===== src/rtl/aes_pkg.sv =====
// rtl/aes_pkg.sv - shared AES-128 constants, S-box lookup and key-schedule helper
//
// Purpose : common definitions for the AES encryption datapath stages.
//           DW      state/key width (fixed at 128)
//           NR      number of rounds for AES-128
//           sbox()  forward S-box byte lookup (also used by subBytesE)
//           rcon()  round constant lookup, index clamped to the last entry
//           expand_key() one key-schedule step given SubWord(RotWord(w3))
package aes_pkg;

    localparam int DW = 128;
    localparam int NR = 10;

    typedef enum logic {
        ARK_IDLE,
        ARK_RUN
    } ark_state_t;

    // Row 0 of the S-box sits in the most significant bits.
    localparam logic [2047:0] SBOX_FLAT = {
        128'h637c777bf26b6fc53001672bfed7ab76,
        128'hca82c97dfa5947f0add4a2af9ca472c0,
        128'hb7fd9326363ff7cc34a5e5f171d83115,
        128'h04c723c31896059a071280e2eb27b275,
        128'h09832c1a1b6e5aa0523bd6b329e32f84,
        128'h53d100ed20fcb15b6acbbe394a4c58cf,
        128'hd0efaafb434d338545f9027f503c9fa8,
        128'h51a3408f929d38f5bcb6da2110fff3d2,
        128'hcd0c13ec5f974417c4a77e3d645d1973,
        128'h60814fdc222a908846eeb814de5e0bdb,
        128'he0323a0a4906245cc2d3ac629195e479,
        128'he7c8376d8dd54ea96c56f4ea657aae08,
        128'hba78252e1ca6b4c6e8dd741f4bbd8b8a,
        128'h703eb5664803f60e613557b986c11d9e,
        128'he1f8981169d98e949b1e87e9ce5528df,
        128'h8ca1890dbfe6426841992d0fb054bb16
    };

    // Rcon[0] in the most significant byte.
    localparam logic [79:0] RCON_FLAT = 80'h01020408102040801b36;

    function automatic logic [7:0] sbox(input logic [7:0] x);
        return SBOX_FLAT[(255 - int'(x)) * 8 +: 8];
    endfunction

    // Indices past the table only occur for the unused expansion after the
    // final round, so clamping keeps the lookup in range without affecting
    // any visible result.
    function automatic logic [7:0] rcon(input logic [3:0] idx);
        int i;
        i = (idx > 4'd9) ? 9 : int'(idx);
        return RCON_FLAT[(9 - i) * 8 +: 8];
    endfunction

    // sw is SubWord(RotWord(w3)) of rk; w0 is the most significant word.
    function automatic logic [DW-1:0] expand_key(input logic [DW-1:0] rk,
                                                 input logic [31:0]   sw,
                                                 input logic [7:0]    rc);
        logic [31:0] t, w0, w1, w2, w3;
        t  = sw ^ {rc, 24'h000000};
        w0 = rk[127:96] ^ t;
        w1 = rk[95:64]  ^ w0;
        w2 = rk[63:32]  ^ w1;
        w3 = rk[31:0]   ^ w2;
        return {w0, w1, w2, w3};
    endfunction

endpackage


===== src/rtl/sub_word_e.sv =====
// rtl/sub_word_e.sv - 32-bit AES SubWord built from four S-box lookups
//
// Purpose : byte-wise S-box substitution of one key-schedule word.
// Ports   : word   in  32  word to substitute
//           result out 32  S-box applied to each byte, byte order kept
module sub_word_e
    import aes_pkg::*;
(
    input  logic [31:0] word,
    output logic [31:0] result
);

    assign result = {sbox(word[31:24]), sbox(word[23:16]),
                     sbox(word[15:8]),  sbox(word[7:0])};

endmodule


===== src/rtl/add_round_key_e.sv =====
// rtl/add_round_key_e.sv - sequential AES-128 AddRoundKey with on-the-fly key schedule
//
// Purpose : XORs each accepted round state with the current round key and
//           registers the result; derives the next round key per accept.
// Ports   : clk        in   1    rising-edge clock
//           reset      in   1    asynchronous active-high reset
//           Key        in   128  cipher key, sampled on a round-0 accept
//           Input      in   128  round state from upstream
//           in_valid   in   1    Input valid
//           in_ready   out  1    block can accept Input
//           Output     out  128  Input ^ round key, registered
//           out_valid  out  1    Output valid
//           out_ready  in   1    downstream accepts Output
//           Round      out  4    round index (0..NR) of the result in Output
//           done       out  1    one-cycle pulse when round NR is consumed
module add_round_key_e
    import aes_pkg::*;
(
    input  logic          clk,
    input  logic          reset,
    input  logic [DW-1:0] Key,
    input  logic [DW-1:0] Input,
    input  logic          in_valid,
    output logic          in_ready,
    output logic [DW-1:0] Output,
    output logic          out_valid,
    input  logic          out_ready,
    output logic [3:0]    Round,
    output logic          done
);

    ark_state_t    state;
    logic [DW-1:0] key_reg;
    logic [DW-1:0] rk_cur;
    logic [DW-1:0] rk_next;
    logic [31:0]   sw_out;
    logic [3:0]    rcon_idx;
    logic          accept;
    logic          out_fire;

    // Only registered terms feed in_ready, so out_ready never reaches it
    // combinationally; a result must drain before the next round enters.
    assign in_ready = (state == ARK_IDLE) || !out_valid;
    assign accept   = in_valid && in_ready;
    assign out_fire = out_valid && out_ready;

    always_comb begin
        rk_cur   = key_reg;
        rcon_idx = Round + 4'd1;
        if (state == ARK_IDLE) begin
            rk_cur   = Key;
            rcon_idx = 4'd0;
        end
    end

    sub_word_e u_sub_word (
        .word   ({rk_cur[23:0], rk_cur[31:24]}),
        .result (sw_out)
    );

    assign rk_next = expand_key(rk_cur, sw_out, rcon(rcon_idx));

    always_ff @(posedge clk or posedge reset) begin
        if (reset) begin
            state     <= ARK_IDLE;
            key_reg   <= '0;
            Output    <= '0;
            out_valid <= 1'b0;
            Round     <= 4'd0;
            done      <= 1'b0;
        end else begin
            done <= 1'b0;
            if (accept) begin
                Output    <= Input ^ rk_cur;
                out_valid <= 1'b1;
                key_reg   <= rk_next;
                if (state == ARK_IDLE) begin
                    Round <= 4'd0;
                    state <= ARK_RUN;
                end else if (Round < 4'(NR)) begin
                    Round <= Round + 4'd1;
                end
            end else if (out_fire) begin
                out_valid <= 1'b0;
                if (Round == 4'(NR)) begin
                    state <= ARK_IDLE;
                    done  <= 1'b1;
                end
            end
        end
    end

endmodule

===== config.mk =====
export PLATFORM = sky130hd
export DESIGN_NAME = add_round_key_e
export DESIGN_NICKNAME = d
export VERILOG_FILES = /design/src/rtl/aes_pkg.sv /design/src/rtl/sub_word_e.sv /design/src/rtl/add_round_key_e.sv
export SDC_FILE = /design/constraint.sdc
export NUM_CORES = 2
export LEC_CHECK = 0
export CAP_MARGIN = 10
export CORE_UTILIZATION = 58
export CTS_BUF_LIST = sky130_fd_sc_hd__clkbuf_4 sky130_fd_sc_hd__clkbuf_8
export CTS_CLUSTER_SIZE = 10
export DETAILED_ROUTE_END_ITERATION = 8
export PLACE_DENSITY = 0.84
export SLEW_MARGIN = 40
export SYNTH_ARGS = -nofsm -noshare
export SYNTH_HDL_FRONTEND = slang
export SYNTH_HIERARCHICAL = 1
export SYNTH_SLANG_ARGS = --single-unit

===== constraint.sdc =====
create_clock -name clk -period 14.4 [get_ports clk]
set_clock_uncertainty 0.1 [all_clocks]
set_input_delay 4.32 -clock clk [delete_from_list [all_inputs] [get_ports clk]]
set_output_delay 4.32 -clock clk [all_outputs]
set_load 0.01 [all_outputs]

# Word level (Yosys, flattened, before mapping)
# Cells that the tools add are included.
# Widths: inputs -> output; s select.
# classes
reduce_logical,8
add_sub_neg,6
bitwise_logic,7
shift,5
eq_ne,2
mux,13
n_lt_le_gt_ge,2
# op_table
op,count
$shiftx 2048x32->8 const A,4
$xor 32x32->32,5
$mux 128,1
$xor 128x128->128,1
$shiftx 80x8->8 const A,1
$sub 8x8->9 const A,4
$mux 4,4
$mux 1,8
$sub 4x4->5 const A,1
$add 4x1->4 const B,1
$eq 4x4->1 const B,1
$gt 4x4->1 const B,1
$lt 4x4->1 const B,1
$reduce_and 2->1,2
$reduce_bool 2->1,2
$logic_and 1x1->1,2
$ne 2x1->1 const B,1
$logic_not 1->1,1
$logic_or 1x1->1,1
$not 1->1,1
# word_totals
input_bits,260
elab_cells,49
regBits,263
out_inout_bits,135

# Longest topological paths before layout
# depth
ltp_word,11
ltp_mapped,23
mapped_depth_nobuf,15

# Hierarchy
# The synthesis kept the hierarchy.
# modules_own_cells
module,cells_per_inst,seq_area_each_um2,area_each_um2,n_inst
add_round_key_e,1650,6581.3,15184.6,1
sub_word_e,2194,0.0,13446.6,1

# Least setup slack after synthesis
# Ideal clock, no wire load.
# synth_timing
path_type,input to register
startpoint,in Key[17]
endpoint,reg key_reg[25]
required_ns,14.172
setup_ns,0.128
n_path_buf,2
path_slack_ns,6.307
arrival_ns,7.865
stages,15
cell_sequence,mux2i_1 > inv_1 > clkbuf_1 > clkinv_1 > ha_1 > clkbuf_1 > nand2b_1 > nand2_1 > mux4_2 > a22o_1 > a211oi_1 > xnor2_1 > xor2_1 > mux2i_1 > a211oi_1
# synth_between
elab_chain_len,8
# synth_rtl
element,line_no,source
"start, declared",add_round_key_e.sv:21,"input logic [DW-1:0] Key,"
$mux 128,add_round_key_e.sv:50,if (state == ARK_IDLE) begin
net rk_cur[17],add_round_key_e.sv:34,logic [DW-1:0] rk_cur;
$sub 8x8->9,aes_pkg.sv:43,return SBOX_FLAT[(255 - int'(x)) * 8 +: 8];
$shiftx 2048x32->8,aes_pkg.sv:43,
net sw_out[25],add_round_key_e.sv:36,logic [31:0] sw_out;
$xor 32x32->32,aes_pkg.sv:60,"t = sw ^ {rc, 24'h000000};"
$xor 32x32->32,aes_pkg.sv:61,w0 = rk[127:96] ^ t;
$xor 32x32->32,aes_pkg.sv:62,w1 = rk[95:64] ^ w0;
$xor 32x32->32,aes_pkg.sv:63,w2 = rk[63:32] ^ w1;
$xor 32x32->32,aes_pkg.sv:64,w3 = rk[31:0] ^ w2;
"end signal, assigned",add_round_key_e.sv:76,key_reg <= rk_next;
"end, declared",add_round_key_e.sv:33,logic [DW-1:0] key_reg;
# The timed path passes the listed nets, and every way through them passes these cells.
# A chain may end at the register's enable or synchronous reset.

# Worst setup path after layout
# layout_timing
startpoint,in Key[17]
endpoint,reg key_reg[94]
# layout_between
elab_chain_len,6
# layout_rtl
element,line_no
$mux 128,add_round_key_e.sv:50
net rk_cur[17],add_round_key_e.sv:34
$sub 8x8->9,aes_pkg.sv:43
$shiftx 2048x32->8,aes_pkg.sv:43
net sw_out[30],add_round_key_e.sv:36
$xor 32x32->32,aes_pkg.sv:60
$xor 32x32->32,aes_pkg.sv:61
$xor 32x32->32,aes_pkg.sv:62
# The timed path passes the listed nets, and every way through them passes these cells.

==> impl_metrics.tcl <==
set metrics [dict create \
    grtUsageMet2 0.6907 \
    holdBufCountCts 0 \
    fin_crit_ps 9339 \
    cts_resized 0 \
    floorplan.initialDensity 0.5861 \
    coreArea_um2 48850 \
    dieWidth_um 224.2 \
    fp.dieH_um 224.2 \
    routedWlPerCell_um 25.58 \
    ant_nets 0 \
    cts_tree "done" \
    dr_total_vias 32520 \
    placed_area_um2 32180 \
    grt_max_degree 131 \
    rsz0062_at_grt "no" \
    antenna_found_initial 8 \
    holdWs_ps 377.3 \
    synth_top_area_cell "dfrtp_1" \
    worstPathRequired_ps 14830 \
    fin_ws_ps 5061 \
    drc 12 \
    fin_crit_sh 0.6485 \
    total_power_mw 10.33 \
    hpwl_um 81300 \
    synth_area_leaders "dfrtp_1 (23%), o21ai_0 (8.1%), nand2_1 (6.6%), xor2_1 (5.8%), mux2i_1 (5.2%)" \
    p_leak_nw 13.90 \
    avgSynthCellArea_um2 7.448 \
    dieArea_um2 50260 \
    yosys.cell_types.count 92 \
    grt.busiest_layer "met2" \
    fin_tns_setup_ps 0 \
    synth-seq-cells 263 \
    clkSinkCount 263 \
    grt_overflow_total 0 \
    maxSlewHeadroom 0.4043 \
    holdPathStages 2 \
    critPathCaptureType "flip-flop" \
    worst_pin_slew_ps 891.7 \
    syn_inst 3844 \
    ys.flop_type "dfrtp_1" \
    grt_pass1_vias 29910 \
    worst_ep_arrival_time_ps 9770 \
    dr.pass1.iters 9 \
    yosys-top-cells-count "nand2_1 (505), o21ai_0 (466), dfrtp_1 (263)" \
    drt-vias-per-instance 6.968 \
    status "complete, but fails checks" \
    synth_most_common_cell "nand2_1" \
    numCtsBuffers 46 \
    use_met1 0.5911 \
    ir_worst_vdd_mv 0.2120 \
    yosys_warnings 6 \
    place.port_buffers 394 \
    max_freq_ghz 0.1071 \
    synth_nets 4167 \
    synth_top_area_frac 0.2299 \
    slew_viol_final 0 \
    setup.worst_path.class "input port to flip-flop" \
    async_reset_ff_frac 1.000 \
    violations "DRC" \
    gp_congestion 1.087 \
    crit_fanout 35 \
    ys_seq_area_frac 0.2299 \
    met3_usage 0.1308 \
    hold_violations 0 \
    cts_root_buf "clkbuf_8" \
    drive_gt1_frac 0.05704 \
    dp_slack_ps 4627 \
    grt_pass1_wl_um 179200 \
    htree_levels 2 \
    p_per_area_nw_per_um2 310.5 \
    synth_edf_count 0 \
    grtUsageTotal 0.4577 \
    cts.clk_slew.worst_paths_ps 80 \
    io_pins 395 \
    max-clock-path-buffers 3 \
    hold_path_class "flip-flop to flip-flop" \
    rows 81 \
    startpoint_type "input port" \
    clk_latency_ps 680 \
    max_cap_viol_count 0 \
    area_growth_syn_to_layout_pct 16.16 \
    rr_worst_depth 17 \
    post-cts-setup-buffers 0 \
    setup-violations-final 0 \
    synthesis.area_um2 28630 \
    first_iter_violations 6138 \
    final_net_count 4287 \
    finalInstanceArea_um2 33260 \
    wirelength_um 119400 \
]
cell type report:
cell class / instances / area (um^2)
antenna: 6 / 15.01
clock buffer: 70 / 888.4
clock inverter: 11 / 123.9
fill: 3953 / 15590
inverter: 82 / 327.8
multi-input combinational: 3121 / 20090
sequential: 263 / 6585
tap: 664 / 830.8
timing repair buffer: 450 / 4394
routing by layer:
metal | up-vias | share of wire | wire length [um]
met5 | - | 0.00028 | 34
met3 | 595 | 0.14 | 16180
met2 | 2668 | 0.43 | 51190
met1 | 15050 | 0.37 | 44100
li1 | 14200 | - | -
met4 | 6 | 0.066 | 7885
logic make-up after synthesis:
logic type,synth area share
adder cells (fa/ha/maj),0.02753
XOR/XNOR,0.1034
multiplexers,0.07272
flip-flops,0.2299
AO/OA/AOI/OAI,0.2980
buffers and inverters,0.06997
AND/OR/NAND/NOR,0.1986
layout by cell type, fill, tap and decap left out, types with 19 or more instances in the layout:
| master | n |
|---|---|
| a211oi_1 | 61 |
| a21o_1 | 38 |
| a21oi_1 | 261 |
| a221oi_1 | 22 |
| a311oi_1 | 52 |
| a31oi_1 | 48 |
| and2_1 | 28 |
| buf_4 | 49 |
| clkbuf_8 | 58 |
| clkdlybuf4s50_1 | 393 |
| dfrtp_1 | 262 |
| ha_1 | 63 |
| inv_1 | 58 |
| mux2i_1 | 147 |
| mux4_2 | 20 |
| nand2_1 | 504 |
| nand2b_1 | 89 |
| nand3_1 | 78 |
| nor2_1 | 191 |
| nor2b_1 | 83 |
| nor3_1 | 103 |
| o2111ai_1 | 19 |
| o211ai_1 | 50 |
| o21ai_0 | 465 |
| o22ai_1 | 43 |
| o311ai_0 | 58 |
| o31ai_1 | 21 |
| or3_1 | 22 |
| xnor2_1 | 146 |
| xor2_1 | 190 |
worst max-delay path, stage by stage:
cell and delay [ps]:
clkdlybuf4s50_1 460, mux2i_1 120, inv_1 100, buf_4 360, clkinv_1 570, ha_1 1060
or2_2 270, nand2_1 70, a221o_1 350, o21ai_0 180, a311o_1 150, o311ai_0 170
xnor2_1 200, xnor2_1 680, mux2_2 400, o21ai_0 130, o21ai_0 140
stage by stage:
stage                     cells  utilization
after floorplan            3844            -
after global placement     4580       0.6584
after detailed placement   4580       0.6588
after CTS                  4661       0.6795
after global routing       4665       0.6808
final                      4667       0.6809
final timing paths:
kind / slack (ps) / from / endpoint
max: 5060 / Key[17] / key_reg[94]
min: 380 / Output[46] / Output[46]
max reg2reg: 7660 / state / key_reg[94]
min reg2reg: 380 / Output[46] / Output[46]
max in group asynchronous: 8920 / reset / Output[42]
min in group asynchronous: 4120 / reset / Output[27]
power breakdown:
part	leakage (nW)	switching [mW]	internal, mW
logic	10.2	5.19	2.96
registers	3.21	0.282	1.10
clock network	0.537	0.355	0.432
(Power assumes the default switching activity.)
